===== config.mk =====
export PLATFORM = sky130hd
export DESIGN_NAME = mst_read_arbiter
export DESIGN_NICKNAME = d
export VERILOG_FILES = /design/src/rtl/mst_read_arbiter.sv
export SDC_FILE = /design/constraint.sdc
export NUM_CORES = 1
export LEC_CHECK = 0
export ABC_AREA = 1
export BUFFER_PORTS_ARGS = -buffer_cell sky130_fd_sc_hd__clkbuf_2
export CORE_MARGIN = 1
export CORE_UTILIZATION = 27
export DETAILED_ROUTE_END_ITERATION = 6
export PLACE_DENSITY = 0.53
export REMOVE_ABC_BUFFERS = 1
export SLEW_MARGIN = 20
export SYNTH_ARGS = -nofsm -noshare
export SYNTH_HDL_FRONTEND = slang
export SYNTH_SLANG_ARGS = --single-unit

===== constraint.sdc =====
create_clock -name clk -period 3.3 [get_ports clk]
set_input_delay 0.66 -clock clk [delete_from_list [all_inputs] [get_ports clk]]
set_output_delay 0.66 -clock clk [all_outputs]
set_load 0.005 [all_outputs]

===== src/rtl/mst_read_arbiter.sv =====
// ============================================================================
// Module      : mst_read_arbiter
// Description : Two-requester single-word read arbiter driving a bus master
//               read port (CMD/DATA handshake, timeout abort, one-cycle rsp).
// Revision    : 1.0 - initial release
// ============================================================================
`default_nettype none

module mst_read_arbiter #(
    parameter int unsigned TIMEOUT = 4095
) (
    input  logic        clk,
    input  logic        reset_n,
    input  logic [1:0]  req_valid,
    input  logic [31:0] req_addr0,
    input  logic [31:0] req_addr1,
    output logic [1:0]  rsp_valid,
    output logic [31:0] rsp_data,
    output logic        rsp_err,
    output logic [31:0] ip2bus_mst_addr,
    output logic [11:0] ip2bus_mst_length,
    input  logic [31:0] ip2bus_mstrd_d,
    output logic [4:0]  ip2bus_inputs,
    input  logic [5:0]  ip2bus_otputs,
    output logic        busy
);

    typedef enum logic [1:0] {
        ST_IDLE = 2'd0,
        ST_CMD  = 2'd1,
        ST_DATA = 2'd2,
        ST_RESP = 2'd3
    } state_t;

    // Counter value of the last CMD/DATA cycle allowed before abort.
    localparam logic [11:0] C_TIMEOUT_LAST = 12'(TIMEOUT - 1);

    state_t      state_q, state_d;
    logic        grant_q, grant_d;
    logic        last_grant_q, last_grant_d;
    logic [31:0] addr_q, addr_d;
    logic [11:0] cnt_q, cnt_d;
    logic [1:0]  rsp_valid_q, rsp_valid_d;
    logic [31:0] rsp_data_q, rsp_data_d;
    logic        rsp_err_q, rsp_err_d;
    logic        mstread_req_q, mstread_req_d;
    logic        mst_type_q, mst_type_d;
    logic        dst_rdy_n_q, dst_rdy_n_d;
    logic        busy_q, busy_d;

    logic        w_cmd_ack;
    logic        w_src_rdy;
    logic        w_timeout;
    logic        w_go_resp;
    logic        w_go_err;
    logic        w_unused_otputs;

    assign w_cmd_ack       = ip2bus_otputs[0];
    assign w_src_rdy       = ~ip2bus_otputs[3];
    assign w_timeout       = (cnt_q == C_TIMEOUT_LAST);
    assign w_unused_otputs = ^{ip2bus_otputs[5:4], ip2bus_otputs[2:1]};

    always_comb begin
        state_d      = state_q;
        grant_d      = grant_q;
        last_grant_d = last_grant_q;
        addr_d       = addr_q;
        cnt_d        = cnt_q;
        rsp_valid_d  = 2'b00;
        rsp_data_d   = rsp_data_q;
        rsp_err_d    = rsp_err_q;
        w_go_resp    = 1'b0;
        w_go_err     = 1'b0;

        case (state_q)
            ST_IDLE: begin
                if (|req_valid) begin
                    // A tie goes to whoever was not served last.
                    grant_d = (req_valid == 2'b11) ? ~last_grant_q : req_valid[1];
                    addr_d  = grant_d ? req_addr1 : req_addr0;
                    cnt_d   = 12'd0;
                    state_d = ST_CMD;
                end
            end
            ST_CMD: begin
                cnt_d = cnt_q + 12'd1;
                if (w_timeout) begin
                    w_go_resp = 1'b1;
                    w_go_err  = 1'b1;
                end else if (w_cmd_ack) begin
                    state_d = ST_DATA;
                end
            end
            ST_DATA: begin
                cnt_d = cnt_q + 12'd1;
                if (w_src_rdy) begin
                    w_go_resp = 1'b1;
                end else if (w_timeout) begin
                    w_go_resp = 1'b1;
                    w_go_err  = 1'b1;
                end
            end
            default: begin
                last_grant_d = grant_q;
                state_d      = ST_IDLE;
            end
        endcase

        if (w_go_resp) begin
            state_d     = ST_RESP;
            rsp_valid_d = grant_q ? 2'b10 : 2'b01;
            rsp_err_d   = w_go_err;
            rsp_data_d  = w_go_err ? 32'd0 : ip2bus_mstrd_d;
        end

        // Bus-facing strobes are registered from the state being entered.
        mstread_req_d = (state_d == ST_CMD);
        mst_type_d    = (state_d == ST_CMD);
        dst_rdy_n_d   = ~((state_d == ST_CMD) || (state_d == ST_DATA));
        busy_d        = (state_d != ST_IDLE);
    end

    always_ff @(posedge clk or negedge reset_n) begin
        if (!reset_n) begin
            state_q       <= ST_IDLE;
            grant_q       <= 1'b0;
            last_grant_q  <= 1'b1;
            addr_q        <= 32'd0;
            cnt_q         <= 12'd0;
            rsp_valid_q   <= 2'b00;
            rsp_data_q    <= 32'd0;
            rsp_err_q     <= 1'b0;
            mstread_req_q <= 1'b0;
            mst_type_q    <= 1'b0;
            dst_rdy_n_q   <= 1'b1;
            busy_q        <= 1'b0;
        end else begin
            state_q       <= state_d;
            grant_q       <= grant_d;
            last_grant_q  <= last_grant_d;
            addr_q        <= addr_d;
            cnt_q         <= cnt_d;
            rsp_valid_q   <= rsp_valid_d;
            rsp_data_q    <= rsp_data_d;
            rsp_err_q     <= rsp_err_d;
            mstread_req_q <= mstread_req_d;
            mst_type_q    <= mst_type_d;
            dst_rdy_n_q   <= dst_rdy_n_d;
            busy_q        <= busy_d;
        end
    end

    assign rsp_valid         = rsp_valid_q;
    assign rsp_data          = rsp_data_q;
    assign rsp_err           = rsp_err_q;
    assign ip2bus_mst_addr   = addr_q;
    assign ip2bus_mst_length = 12'd4;
    assign ip2bus_inputs     = {2'b00, dst_rdy_n_q, mst_type_q, mstread_req_q};
    assign busy              = busy_q;

endmodule

`default_nettype wire


After elaboration in Yosys (flattened, before gate mapping)
Cells that the tools add are included.
W data, S select, Z words.
{"block": "classes", "mux": 17, "bitwise": 2, "n_div": 0, "n_mul": 0, "shift": 0, "magnitude_cmp": 0, "addsub": 1, "n_eq_ne": 7, "n_reduce_logical": 9}
{"cell": "$mux W32", "n": 2}
{"cell": "$pmux W12 S2", "n": 1}
{"cell": "$add A12 B1 Y12 const B", "n": 1}
{"cell": "$eq A12 B12 Y1 const B", "n": 1}
{"cell": "$mux W12", "n": 1}
{"cell": "$mux W2", "n": 6}
{"cell": "$eq A2 B2 Y1 const B", "n": 3}
{"cell": "$pmux W2 S3", "n": 1}
{"cell": "$eq A2 B1 Y1 const B", "n": 2}
{"cell": "$mux W1", "n": 4}
{"cell": "$pmux W1 S2", "n": 2}
{"cell": "$reduce_and A2 Y1", "n": 2}
{"cell": "$reduce_bool A2 Y1", "n": 2}
{"cell": "$reduce_or A2 Y1", "n": 2}
{"cell": "$reduce_or A3 Y1", "n": 1}
{"cell": "$logic_not A2 Y1", "n": 1}
{"cell": "$ne A2 B2 Y1 const B", "n": 1}
{"cell": "$not A1 Y1", "n": 2}
{"cell": "$logic_or A1 B1 Y1", "n": 1}
{"block": "totals", "romBits": 0, "register_bits": 86, "mem_count": 0, "mem_bits_rw": 0, "out_inout_bits": 85, "latchBits": 0}

Logic depth before layout (Yosys ltp)
{"block": "depth", "depth_word": 8, "depth_mapped": 15, "depth_no_buf": 13}

Worst setup path after synthesis
OpenSTA, ideal clock, no wires.
{"block": "synth_path", "path_type": "register to register", "from": "register cnt_q[0]", "to": "register dst_rdy_n_q", "path_slack_ns": 1.350, "arrival_time_ns": 1.892, "required_time_ns": 3.242, "path_stages_with_launch": 16, "synth_period_minus_slack_ns": 1.950, "cell_sequence": "dfrtp_1 > inv_1 > ha_1 > inv_1 > nor2_1 > nand3_2 > nand2_1 > nand2_1 > inv_2 > nand2_2 > buf_6 > buf_6 > nand2_2 > inv_2 > ha_1 > inv_1"}
{"block": "synth_via", "elab_chain_cells": 8, "elab_cells_between_ends": 11}
{"item": "from (decl)", "line_no": "42", "source": "logic [11:0] cnt_q, cnt_d;"}
{"item": "from (signal assigned)", "line_no": "142", "source": "cnt_q <= cnt_d;"}
{"item": "$eq A12 B12 Y1 (*)", "line_no": "60", "source": "assign w_timeout = (cnt_q == C_TIMEOUT_LAST);"}
{"item": "$mux W1", "line_no": "87, 98"}
{"item": "$mux W1", "line_no": "96", "source": "if (w_src_rdy) begin"}
{"item": "$pmux W1 S2", "line_no": "75", "source": "case (state_q)"}
{"item": "$mux W2 (*)", "line_no": "109", "source": "if (w_go_resp) begin"}
{"item": "net state_d[0]", "line_no": "38", "source": "state_t state_q, state_d;"}
{"item": "$eq A2 B1 Y1 or $eq A2 B2 Y1 (tied branches)", "line_no": "119", "source": "dst_rdy_n_d = ~((state_d == ST_CMD) || (state_d == ST_DATA));"}
{"item": "$logic_or A1 B1 Y1 (*)", "line_no": "119"}
{"item": "$not A1 Y1 (*)", "line_no": "119"}
{"item": "net dst_rdy_n_d", "line_no": "48", "source": "logic dst_rdy_n_q, dst_rdy_n_d;"}
{"item": "to (signal assigned)", "line_no": "148", "source": "dst_rdy_n_q <= dst_rdy_n_d;"}
{"item": "to (decl)", "line_no": "48"}
Mark *: on every way through the listed nets, which the timed path passes. The rest lies on a longest branch.
A chain may end at the register's enable or synchronous reset.

Worst setup path after layout
{"block": "layout_path", "from": "register cnt_q[0]", "to": "register rsp_data_q[31], in the netlist rsp_data[31]"}
{"block": "layout_via", "elab_chain_cells": 5, "elab_cells_between_ends": 7}
{"item": "$eq A12 B12 Y1 (*)", "line_no": "60"}
{"item": "$mux W1 (*)", "line_no": "87, 98"}
{"item": "$mux W1", "line_no": "96"}
{"item": "$pmux W1 S2", "line_no": "75"}
{"item": "$mux W32", "line_no": "113", "source": "rsp_data_d = w_go_err ? 32'd0 : ip2bus_mstrd_d;"}
{"item": "to (signal assigned)", "line_no": "144", "source": "rsp_data_q <= rsp_data_d;"}
{"item": "to (decl)", "line_no": "44", "source": "logic [31:0] rsp_data_q, rsp_data_d;"}
Every way passes the cells marked *; elsewhere a longest branch is shown, timed or not.

==> out/qor.csv <==
stage;metric;value;unit
routing;Avg Vias per Cell;4.34;
worst_setup_path;max incr delay on CP;0.40;ns
pwr;sequential share of power;39.9;%
pwr;Net Switching;1670;uW
pwr;switching portion of total power;38.3;%
clocking;# H-tree levels;3;
routing;DRC;0;
final_layout;layout cells sized above 1;31.4;%
placed_design;Post-DP HPWL;8060;um
synthesis;Seq cells post-synth;86;
worst_setup_path;CP Capture Type;flop;
timing;number of hold violations in the final report;0;
worst_setup_path;Slowest-stage cell, CP;buf_4;
pwr;leakage;0.00287;uW
worst_setup_path;Critical Path AT;2.54;ns
flow_run;max cap viols;0;
pwr;Clk pwr share;21.8;%
pwr;combinational power share;38.4;%
die;Initial Utilization;27.5;%
routing;final WL;11100;um
worst_setup_path;Crit. Startpoint;cnt_q[0]$_DFFE_PN0P_;
routing;first-pass detailed-route iteration total;4;
final_layout;fin cells;867;
routing;Final ANT Viol Nets;0;
timing;f_max;0.429;GHz
die;Die Wd;126;um
final_layout;area delta synth->final;30.3;%
timing;Setup Skew;0.00904;ns
clocking;Sink Count;86;
worst_setup_path;CP startpoint kind;flop;
timing;RSZ-0062 raised after global routing;no;
synthesis;Synth top area share;50.5;%
global_routing;grt total ovfl;0;
worst_setup_path;reg2reg start;cnt_q[0]$_DFFE_PN0P_;
placed_design;Setup WS pre-CTS;0.948;ns
timing;min cycle time layout;2.33;ns
final_layout;Filler cells;1602;
pwr;Pwr Total;4360;uW
synthesis;register area share after synthesis;51.7;%
worst_setup_path;crit path cell chain;inv_1 > ha_1 > inv_1 > nor2_1 > nand3_2 > nand2_1 > nand2_1 > inv_2 > nand2_2 > buf_4 > nand2_1 > o21ai_0;
final_layout;register area;2150;um2
clocking;Post-CTS Setup Inserts;0;
worst_hold_path;HP Class;input pin to async pin;
final_layout;count of nets after finishing;789;
clocking;Post-CTS Resized;0;
synthesis;largest cells by area after synthesis;dfrtp_1, nand2_1, o21ai_0, nor2_1, buf_4;
final_layout;n_diodes;0;
timing;Setup violations, final;0;
worst_setup_path;most used cell, CP;nand2_1;
clocking;CTS tree;built;
timing;worst slew pin tran;0.964;ns
pwr;Cell Int Power;2690;uW
synthesis;YS warnings;0;
clocking;Clk Latency, worst-skew pair;0.34;ns
pwr;pwr dens;804;nW/um2
global_routing;GRT Total Usage;14.6;%
die;Die Y;126;um
synthesis;post-synth top area cell;dfrtp_1;
global_routing;largest net degree at the start of global routing;50;
die;die area;15900;um2
synthesis;cell area after synthesis;4160;um2
synthesis;post-synth cell types;27;
routing;wire per inst;12.8;um
timing;Slew Viols, Final;0;
global_routing;first-pass GRT wire length;18400;um
clocking;CTS max path bufs;2;
synthesis;Gate Count Post-Synth;513;
final_layout;Multi-input gate area;1710;um2
pwr;Peak supply drop;0.000278;V
placed_design;RePlAce Congestion;0.763;
timing;Final TNS setup;0;ns
die;Boundary Pins;191;
die;Cell Rows;45;
global_routing;number of antenna violations at the first check in global routing;0;
global_routing;vias in the first global route;3626;
placed_design;Placed Instances;851;
placed_design;Port-buffer cells;172;
timing;Worst slew margin;35.7;%
routing;DR vias;3766;
outcome;status;completed;
routing;DR iter-0 viols;187;
worst_setup_path;Req. time, crit path;3.51;ns
die;core area;15100;um2
final_layout;fin util;35.8;%
clocking;hold_buf cts;0;
worst_setup_path;Max FO, Critical Path;37;
clocking;CTS Root Cell;clkbuf_16;
clocking;Reg clk slew, reported paths;0.07;ns
synthesis;syn_area_per_cell;8.12;um2
clocking;Num CTS Buffers;9;
timing;fin crit share;70.6;%
worst_setup_path;critical setup path kind;flop to flop;
timing;worst setup margin;0.970;ns
## cell families after synthesis
group           count (synthesis)  synth area share [%]
fa+ha+maj                       9                  2.70
xor+xnor                        1                 0.210
simple gates                  226                  22.0
compound gates                116                  14.5
other cells                     2                 0.180
buf+inv                        73                  8.62
flops                          86                  51.7
## layer usage
layer	share of wire [%]	up-vias	global-route usage, %
li1	-	1938	-
met1	46	1720	19.2
met2	48	96	23.3
met3	4.2	12	2.76
met4	1.9	0	6.80
met5	0	-	0
## sequential cells by signal (all words and copies together) (netlist names)
signal           flops
busy                 1
cnt_q               12
dst_rdy_n_q          1
grant_q              1
ip2bus_mst_addr     32
last_grant_q         1
mst_type_q           1
rsp_data            32
rsp_err              1
rsp_valid            2
state_q              2
## synth_stat cells
cell,instances
nand3_1,11
clkbuf_1,17
xor2_1,1
nor2_2,2
o21ai_1,13
buf_4,17
buf_2,5
nand2_1,143
nor3_1,6
dfrtp_1,84
a31oi_1,1
nand3_2,1
o21bai_1,1
nand2_2,4
nor2_4,1
buf_6,2
o31ai_1,1
dfstp_2,2
o21ai_0,87
nor2_1,51
nand4_1,7
inv_1,30
o21ai_2,5
a21oi_1,8
inv_2,2
conb_1,2
ha_1,9
## final timing paths
| path | slack (ns) | end | cells after the start |
|---|---|---|---|
| setup / recovery | 0.97 | rsp_data[31]$_DFFE_PN0P_ | 12 |
| hold / removal | 0.30 | rsp_data[0]$_DFFE_PN0P_ | 1 |
| setup reg to reg | 0.97 | rsp_data[31]$_DFFE_PN0P_ | 12 |
| hold reg to reg | 0.47 | rsp_valid[0]$_DFF_PN0_ | 1 |
| max in group asynchronous | 2.34 | last_grant_q$_DFFE_PN1N_ | 2 |
| min in group clk | 0.47 | rsp_valid[0]$_DFF_PN0_ | 1 |
## worst max-delay path: cells and delay by family (launching register included)
kind / cells / cell delay [ns]
AND/OR/NAND/NOR: 6 / 0.86
buffers and inverters: 4 / 0.66
flip-flops: 1 / 0.39
adder cells (fa/ha/maj): 1 / 0.21
AO/OA/AOI/OAI: 1 / 0.07
## power by group through the flow
stage	sequential, uW	clock, uW	combinational (uW)
6_report	1740	950	1670
5_1_grt	1800	1030	1940
4_1_cts	1750	986	1710
3_5_place_dp	1760	0	1710
3_3_place_gp	1750	0	1670
2_1_floorplan	1770	0	851
## layout by cell type (no fill, tap or decap), types with 2 or more instances in the layout
cell type | synthesis | layout
dfstp_2 | 2 | 2
clkbuf_2 | 0 | 171
clkinv_2 | 0 | 2
nand2_1 | 143 | 143
nand3_1 | 11 | 11
o21ai_2 | 5 | 5
nor3_1 | 6 | 6
nor2_2 | 2 | 3
a21oi_1 | 8 | 8
conb_1 | 2 | 14
nand2_2 | 4 | 4
clkbuf_16 | 0 | 9
nor2_1 | 51 | 50
inv_6 | 0 | 2
buf_4 | 17 | 7
o21ai_0 | 87 | 87
o21ai_1 | 13 | 12
inv_2 | 2 | 2
nand4_1 | 7 | 7
inv_1 | 30 | 30
dfrtp_1 | 84 | 84
ha_1 | 9 | 9
## stage by stage
| step | hold WS (ns) | cell area, um2 |
|---|---|---|
| 5_1_grt | 0.317 | 5430 |
| 3_3_place_gp | 0.446 | 5130 |
| 6_report | 0.296 | 5430 |
| 4_1_cts | 0.308 | 5430 |
| 2_1_floorplan | 0.364 | 3970 |
| 3_5_place_dp | 0.459 | 5150 |
## layout make-up
type	instances	area share (%)
clock inverters	6	0.807
well taps	188	4.33
flip-flops and latches	86	39.7
clock buffers	10	4.22
repair buffers	179	17.2
inverters	32	2.21
multi-input cells	366	31.5
Power figures use the tool's default switching activity.
